[src/rtl/pcm_pkg.sv]
// Shared widths, saturation/rounding constants and the {chan, sample} FIFO entry type
// for the PCM sample buffer.
package pcm_pkg;

  localparam int IN_W      = 18;
  localparam int OUT_W     = 16;
  localparam int ROUND_ADD = 2;

  localparam logic [OUT_W-1:0] POS_SAT = 16'h7FFF;

  localparam logic CH_LEFT  = 1'b0;
  localparam logic CH_RIGHT = 1'b1;

  typedef struct packed {
    logic             chan;
    logic [OUT_W-1:0] sample;
  } entry_t;

endpackage

[src/rtl/pcm_fifo.sv]
// Synchronous first-word-fall-through FIFO: the head entry is visible combinationally,
// a write to a full FIFO is accepted only when a read frees a slot in the same cycle.
module pcm_fifo
  import pcm_pkg::*;
#(
  parameter int DEPTH = 16
) (
  input  logic                     clk,
  input  logic                     reset,
  input  logic                     wr_en,
  input  entry_t                   wr_data,
  input  logic                     rd_en,
  output entry_t                   rd_data,
  output logic [$clog2(DEPTH):0]   level,
  output logic                     full,
  output logic                     empty,
  output logic                     wr_drop
);

  localparam int PW = $clog2(DEPTH);
  localparam int LW = PW + 1;

  logic [PW-1:0] wr_ptr_q, wr_ptr_d;
  logic [PW-1:0] rd_ptr_q, rd_ptr_d;
  logic [LW-1:0] level_q, level_d;
  logic          wr_acc, rd_acc;

  entry_t mem_q [DEPTH];

  always_comb begin
    full    = (level_q == LW'(DEPTH));
    empty   = (level_q == '0);
    rd_acc  = rd_en & ~empty;
    wr_acc  = wr_en & (~full | rd_acc);
    wr_drop = wr_en & ~wr_acc;

    wr_ptr_d = wr_acc ? wr_ptr_q + PW'(1) : wr_ptr_q;
    rd_ptr_d = rd_acc ? rd_ptr_q + PW'(1) : rd_ptr_q;

    level_d = level_q;
    if (wr_acc && !rd_acc) begin
      level_d = level_q + LW'(1);
    end else if (rd_acc && !wr_acc) begin
      level_d = level_q - LW'(1);
    end

    // Stale storage is hidden while empty so the output is deterministic.
    rd_data = empty ? '0 : mem_q[rd_ptr_q];
    level   = level_q;
  end

  always_ff @(posedge clk) begin
    if (!reset) begin
      wr_ptr_q <= '0;
      rd_ptr_q <= '0;
      level_q  <= '0;
    end else begin
      wr_ptr_q <= wr_ptr_d;
      rd_ptr_q <= rd_ptr_d;
      level_q  <= level_d;
    end
  end

  always_ff @(posedge clk) begin
    if (wr_acc) begin
      mem_q[wr_ptr_q] <= wr_data;
    end
  end

endmodule

[src/rtl/pcm_sample_buffer.sv]
// Captures one I2S sample per rising `done`, rounds/saturates 18->16 bit, and queues it
// (2-cycle capture latency); consumer drains via rd_valid/rd_ready, drops set sticky overflow.
module pcm_sample_buffer #(
  parameter int DEPTH = 16,
  parameter int IN_W  = 18,
  parameter int OUT_W = 16
) (
  input  logic                   clk,
  input  logic                   reset,
  input  logic                   enable,
  input  logic [IN_W-1:0]        data_in,
  input  logic                   done,
  input  logic                   ws,
  input  logic                   rd_ready,
  input  logic                   clr_ovf,
  output logic                   rd_valid,
  output logic [OUT_W-1:0]       rd_data,
  output logic                   rd_chan,
  output logic [$clog2(DEPTH):0] level,
  output logic                   full,
  output logic                   overflow
);

  import pcm_pkg::*;

  localparam int SHIFT = IN_W - OUT_W;

  logic                 done_q, done_d;
  logic                 stg_valid_q, stg_valid_d;
  entry_t               stg_q, stg_d;
  logic                 ovf_q, ovf_d;
  logic                 cap;
  logic signed [IN_W:0] rnd_s, shr_s;
  logic [OUT_W-1:0]     conv_sample;
  logic                 rd_en, empty, wr_drop;
  entry_t               head;

  // One extra bit of headroom keeps the +2 round of the most positive sample from wrapping.
  always_comb begin
    rnd_s = $signed({data_in[IN_W-1], data_in}) + $signed((IN_W+1)'(ROUND_ADD));
    shr_s = rnd_s >>> SHIFT;
    if (!shr_s[IN_W] && (|shr_s[IN_W-1:OUT_W-1])) begin
      conv_sample = POS_SAT;
    end else begin
      conv_sample = shr_s[OUT_W-1:0];
    end
  end

  always_comb begin
    cap         = done & ~done_q & enable;
    done_d      = done;
    stg_valid_d = cap;
    stg_d       = stg_q;
    if (cap) begin
      stg_d.chan   = ws ? CH_RIGHT : CH_LEFT;
      stg_d.sample = conv_sample;
    end
    // A drop in the same cycle as a clear must leave the flag set.
    ovf_d = wr_drop | (ovf_q & ~clr_ovf);
  end

  always_ff @(posedge clk) begin
    if (!reset) begin
      done_q      <= 1'b1;
      stg_valid_q <= 1'b0;
      stg_q       <= '0;
      ovf_q       <= 1'b0;
    end else begin
      done_q      <= done_d;
      stg_valid_q <= stg_valid_d;
      stg_q       <= stg_d;
      ovf_q       <= ovf_d;
    end
  end

  assign rd_valid = ~empty;
  assign rd_en    = rd_valid & rd_ready;
  assign rd_data  = head.sample;
  assign rd_chan  = head.chan;
  assign overflow = ovf_q;

  pcm_fifo #(
    .DEPTH (DEPTH)
  ) u_fifo (
    .clk     (clk),
    .reset   (reset),
    .wr_en   (stg_valid_q),
    .wr_data (stg_q),
    .rd_en   (rd_en),
    .rd_data (head),
    .level   (level),
    .full    (full),
    .empty   (empty),
    .wr_drop (wr_drop)
  );

endmodule

[config.mk]
export PLATFORM = sky130hd
export DESIGN_NAME = pcm_sample_buffer
export DESIGN_NICKNAME = d
export VERILOG_FILES = /design/src/rtl/pcm_pkg.sv /design/src/rtl/pcm_fifo.sv /design/src/rtl/pcm_sample_buffer.sv
export SDC_FILE = /design/constraint.sdc
export NUM_CORES = 1
export LEC_CHECK = 0
export BUFFER_PORTS_ARGS = -buffer_cell sky130_fd_sc_hd__buf_2
export CAP_MARGIN = 25
export CORE_MARGIN = 8
export CORE_UTILIZATION = 34
export DETAILED_ROUTE_END_ITERATION = 8
export PLACE_DENSITY = 0.54
export SLEW_MARGIN = 20
export SYNTH_ARGS = -nofsm -noshare
export SYNTH_HDL_FRONTEND = slang
export SYNTH_SLANG_ARGS = --single-unit
[constraint.sdc]
create_clock -name clk -period 7.2 [get_ports clk]
set_input_delay 1.44 -clock clk [delete_from_list [all_inputs] [get_ports clk]]
set_output_delay 1.44 -clock clk [all_outputs]
set_load 0.1 [all_outputs]
* Yosys cells after proc, flatten, opt, wreduce, memory -nomap -nowiden *
Memory sizes are Yosys's and may differ from the RTL's. A register that Yosys moved wholly into a read port is not among the register bits.
Index checks and enable logic that the tools add are counted.

operators by class
  $add $sub $neg = 5
  equality and inequality tests = 1
  muxes and demuxes = 9
  bitwise operators = 14
  reduce and logical (&&, ||, !) cells = 9

operators by type and width
  operator                                           number
  adder 18 x 3 -> 19 bit (second input constant)     1
  2-to-1 mux 17 bit                                  1
  2-to-1 mux 16 bit                                  1
  2-to-1 mux 5 bit                                   2
  adder 4 x 1 -> 4 bit (second input constant)       2
  2-to-1 mux 4 bit                                   2
  bitwise AND 1 bit                                  7
  adder 5 x 1 -> 5 bit (second input constant)       1
  == test 5 bit (second input constant)              1
  logical NOT 5 bit                                  1
  NOT 1 bit                                          5
  subtractor 5 x 1 -> 5 bit (second input constant)  1
  logical AND 1 bit                                  3
  logical NOT 1 bit                                  3
  2-to-1 mux 1 bit                                   3
  bitwise OR 1 bit                                   2
  nonzero test 2 bit                                 1
  OR reduction 2 bit                                 1

storage, ports and cells
  register bits = 33
  bits in writable memories = 272
  word-level logic and storage cells = 47
  memories = 1

memory list
  memory        words  width  read ports  clocked after Yosys merged registers in  wr ports  RTL line        text
  u_fifo.mem_q  16     17     1           1                                        1         pcm_fifo.sv:28  entry_t mem_q [DEPTH];

* Longest topological paths before layout *
  word-level depth = 10
  gate-level depth with buffers = 11
  gate-level depth less buffers = 11

* Hierarchy *
Synthesis repeated with hierarchy kept, for this count alone.

unflattened totals
  cell total of the unflattened synthesis = 656
  area total of the unflattened synthesis = 12381.9 um^2

modules (own cells, without submodules)
  module             instances  cells an instance  area each (um^2)  seq. area each (um^2)
  pcm_fifo           1          530                11348.4           8508.2
  pcm_sample_buffer  1          126                1033.5            400.4

* Worst setup path after synthesis *
Ideal clock, no wire load.

  path type = register to output
  start point = reg u_fifo.level_q[0] (netlist: u_fifo.level[0])
  end point = out rd_data[10]
  arrival = 3250 ps
  data required time = 5760 ps
  slack = 2510 ps
  stages on the path, launching flop included = 5
  cells stage by stage = dfxtp_1 > nor4_1 > nand2b_1 > clkbuf_1 > and2_1

between the ends
  word-level cells in the longest chain between the ends = 2

RTL lines
  item                      RTL line                 text
  start: declaration        pcm_fifo.sv:25           logic [LW-1:0] level_q, level_d;
  start signal: assignment  pcm_fifo.sv:60           level_q <= level_d;
  logical NOT 5 bit         pcm_fifo.sv:32           empty = (level_q == '0);
  2-to-1 mux 17 bit         pcm_fifo.sv:48           rd_data = empty ? '0 : mem_q[rd_ptr_q];
  end: declaration          pcm_sample_buffer.sv:17  output logic [OUT_W-1:0] rd_data,

Every way passes these cells.

==> metrics.yaml <==
power_and_ir_drop:
  ir_drop_v: 0.000257
  p_total_mw: 4.91
  leakagePower_nw: 4.50
  p_per_area_nw_per_um2: 347
worst_setup_path:
  start_kind: "flop"
  slowest_delay_ps: 950
  slowest_stage: "dfxtp_2"
  end_kind: "output port"
  crit_chain: "buf_4 -> mux4_2 -> mux4_2 -> and2_1 -> buf_2"
  cp_common_cell: "mux4_2"
  r2r_start: "u_fifo.level[0]$_SDFFE_PN0P_"
  rr_worst_depth: 12
  arrival_ps: 3560
  critPathRequiredTime_ps: 5760
  worstPathMaxFanout: 37
  critical_path_class: "reg2out"
  r2r_setup_slack_ps: 4100
  reg2reg_to: "u_fifo.level[4]$_SDFFE_PN0P_"
synthesis:
  synth-edff-count: 272
  ys_seq_elements: 309
  yosysSeqAreaShare_pct: 72.4
  mappedNetlistArea_um2: 12300
  synth.area.top_cells: "edfxtp_1 (66%), mux4_2 (16%), dfxtp_1 (6.0%)"
  synth_async_sr_flop_share_pct: 0
  ys_types: 38
  syn_inst: 617
  synth.net_count: 653
  synth_top_area_cell: "edfxtp_1"
  yosysWarnings: 0
  synth-main-ff-cell: "edfxtp_1"
  syn_area_per_cell_um2: 19.9
  synth_top_area_share_pct: 66.4
cts:
  ctsResizeCount: 0
  clk_path_buf_depth: 3
  numCtsBuffers: 31
  insertion_delay_ps: 550
  hold_buffers: 0
  clk_pin_slew_ps: 60
  htree_levels: 1
  cts_setup_buffers: 0
  cts_root_buf: "clkbuf_16"
  cts_tree: "built"
  clock-sinks: 309
finish:
  fill_cells: 3201
  diodes: 0
  syn_to_final_growth_pct: 15.2
  final_core_util_pct: 39.8
  seq_area_um2: 8910
  drive_gt1_share_pct: 32.2
  fin_nets: 725
  multiInputGateArea_um2: 3240
routing:
  num_vias: 5924
  wl_per_cell_um: 22.6
  drcViolationCount: 0
  drt-initial-drc-count: 427
  ant_nets: 0
  firstDrtPassIters: 4
  wl_um: 26600
  drt-vias-per-instance: 5.04
die:
  rows: 69
  die_h_um: 206
  die_w_um: 206
  num_io_pins: 50
  placeableCoreArea_um2: 35600
  die_area_um2: 42500
  initial_core_util_pct: 34.6
sta:
  slew_viol_final: 0
  fin_skew_ps: 10.6
  timing.fmax_ghz: 0.200
  tightest_slew_ps: 964
  fin_crit_ps: 5000
  setup_viol: 0
  rsz0062_at_grt: "false"
  whs_ps: 484
  period_share_pct: 69.5
  relSlewSlack_pct: 35.7
  finalHoldViolCount: 0
  setup-tns-final_ps: 0
global_route:
  grt_max_degree: 49
  grt_pass1_vias: 6348
  grt_pass1_wl_um: 39600
  antenna_found_initial: 1
  grt-ovfl-total: 0
  grt_util_all_layers_pct: 12.6
min_path:
  min_from: "overflow$_SDFF_PN0_"
  min_path_type: "reg2reg"
  hold_end: "overflow$_SDFF_PN0_"
  whs_path_depth: 2
status:
  outcome: "finished clean"
job:
  max_cap_violations: 0
placed_design:
  hpwl_um: 15200
  gp_congestion: 0.707
  port_buffers: 48
## how the worst max path moves through the flow
stage / cells past startpoint / to / slack [ps] / startpoint
3_5_place_dp: 5 / rd_data[8] / 2520 / flop
2_1_floorplan: 4 / rd_data[10] / 2510 / u_fifo.level[0]$_SDFFE_PN0P_
3_3_place_gp: 5 / rd_data[14] / 2530 / flop
4_1_cts: 5 / rd_data[8] / 1930 / flop
6_report: 5 / rd_data[14] / 2200 / flop
5_1_grt: 5 / rd_data[14] / 2030 / flop
## critical path, delay by kind of cell (launching register included)
kind / cells / cell delay (ps)
buf+inv: 2 / 910
simple gates: 1 / 180
flops: 1 / 950
mux: 2 / 930
## cell usage in the layout, fill, tap and decap left out, types with 6 or more instances in the layout
| cell type | n |
|---|---|
| and2_1 | 27 |
| o21ai_0 | 20 |
| a21oi_1 | 8 |
| nor2_2 | 13 |
| nor2_1 | 6 |
| clkbuf_1 | 12 |
| nand2_1 | 16 |
| buf_4 | 21 |
| nand3_1 | 9 |
| mux4_2 | 85 |
| ha_1 | 10 |
| a21oi_4 | 10 |
| inv_1 | 8 |
| dfxtp_1 | 35 |
| clkbuf_16 | 31 |
| edfxtp_1 | 272 |
| xnor2_1 | 17 |
| buf_2 | 48 |
## registers in the layout (all words and copies together), names as in the netlist, named ones only
signal / cells
stg_valid_q: 1
u_fifo.rd_ptr_q: 4
stg_q: 17
overflow: 1
done_q: 1
u_fifo.mem_q: 272
u_fifo.level: 5
u_fifo.wr_ptr_q: 4
## synth_stat cells, types with 4 or more instances
cell type / n
a21boi_1: 5
a21oi_1: 8
a21oi_4: 10
and2_1: 27
buf_2: 7
buf_8: 4
clkbuf_1: 16
dfxtp_1: 37
edfxtp_1: 272
ha_1: 10
inv_1: 8
mux4_2: 85
nand2_1: 16
nand2b_1: 5
nand3_1: 9
nand4_1: 5
nor2_1: 19
nor3_1: 5
o21ai_0: 20
xnor2_1: 17
xor2_1: 4
## stage by stage
step / instance area [um^2] / setup slack, ps / std cells
after floorplan: 12300 / 2510 / 617
after global placement: 13200 / 2530 / 1116
after detailed placement: 13200 / 2520 / 1116
after CTS: 14100 / 1930 / 1174
after global routing: 14200 / 2030 / 1175
final: 14200 / 2200 / 1175
## cells by family (layout without fill, tap and decap cells)
kind of cell	Yosys count	in the layout	synth area share (%)
xor gates and xnor gates	21	21	1.50
DFF	309	309	72.4
muxes	87	87	15.7
adders and majority gates	11	11	1.18
AOI/OAI and AO/OA	52	52	3.31
and+or+nand+nor	98	98	4.18
buffers and inverters	39	136	1.69
## per-layer routing
metal,track usage (%),wire [um]
met2,22.4,13600
met5,0,0
met1,15.9,11300
met4,3.30,504
met3,1.72,1140
## area by class of cell
class                           count  area share (%)
Clock buffer                       47            6.18
Clock inverter                     11           0.777
Inverter                            8           0.212
Multi-Input combinational cell    269            22.8
Sequential cell                   309            62.9
Tap cell                          461            4.07
Timing Repair Buffer               70            3.00
## power by group
group	switching [mW]	internal, mW
clock	0.638	0.907
sequential	0.0760	1.96
combinational	0.896	0.435
(Power assumes the default switching activity.)
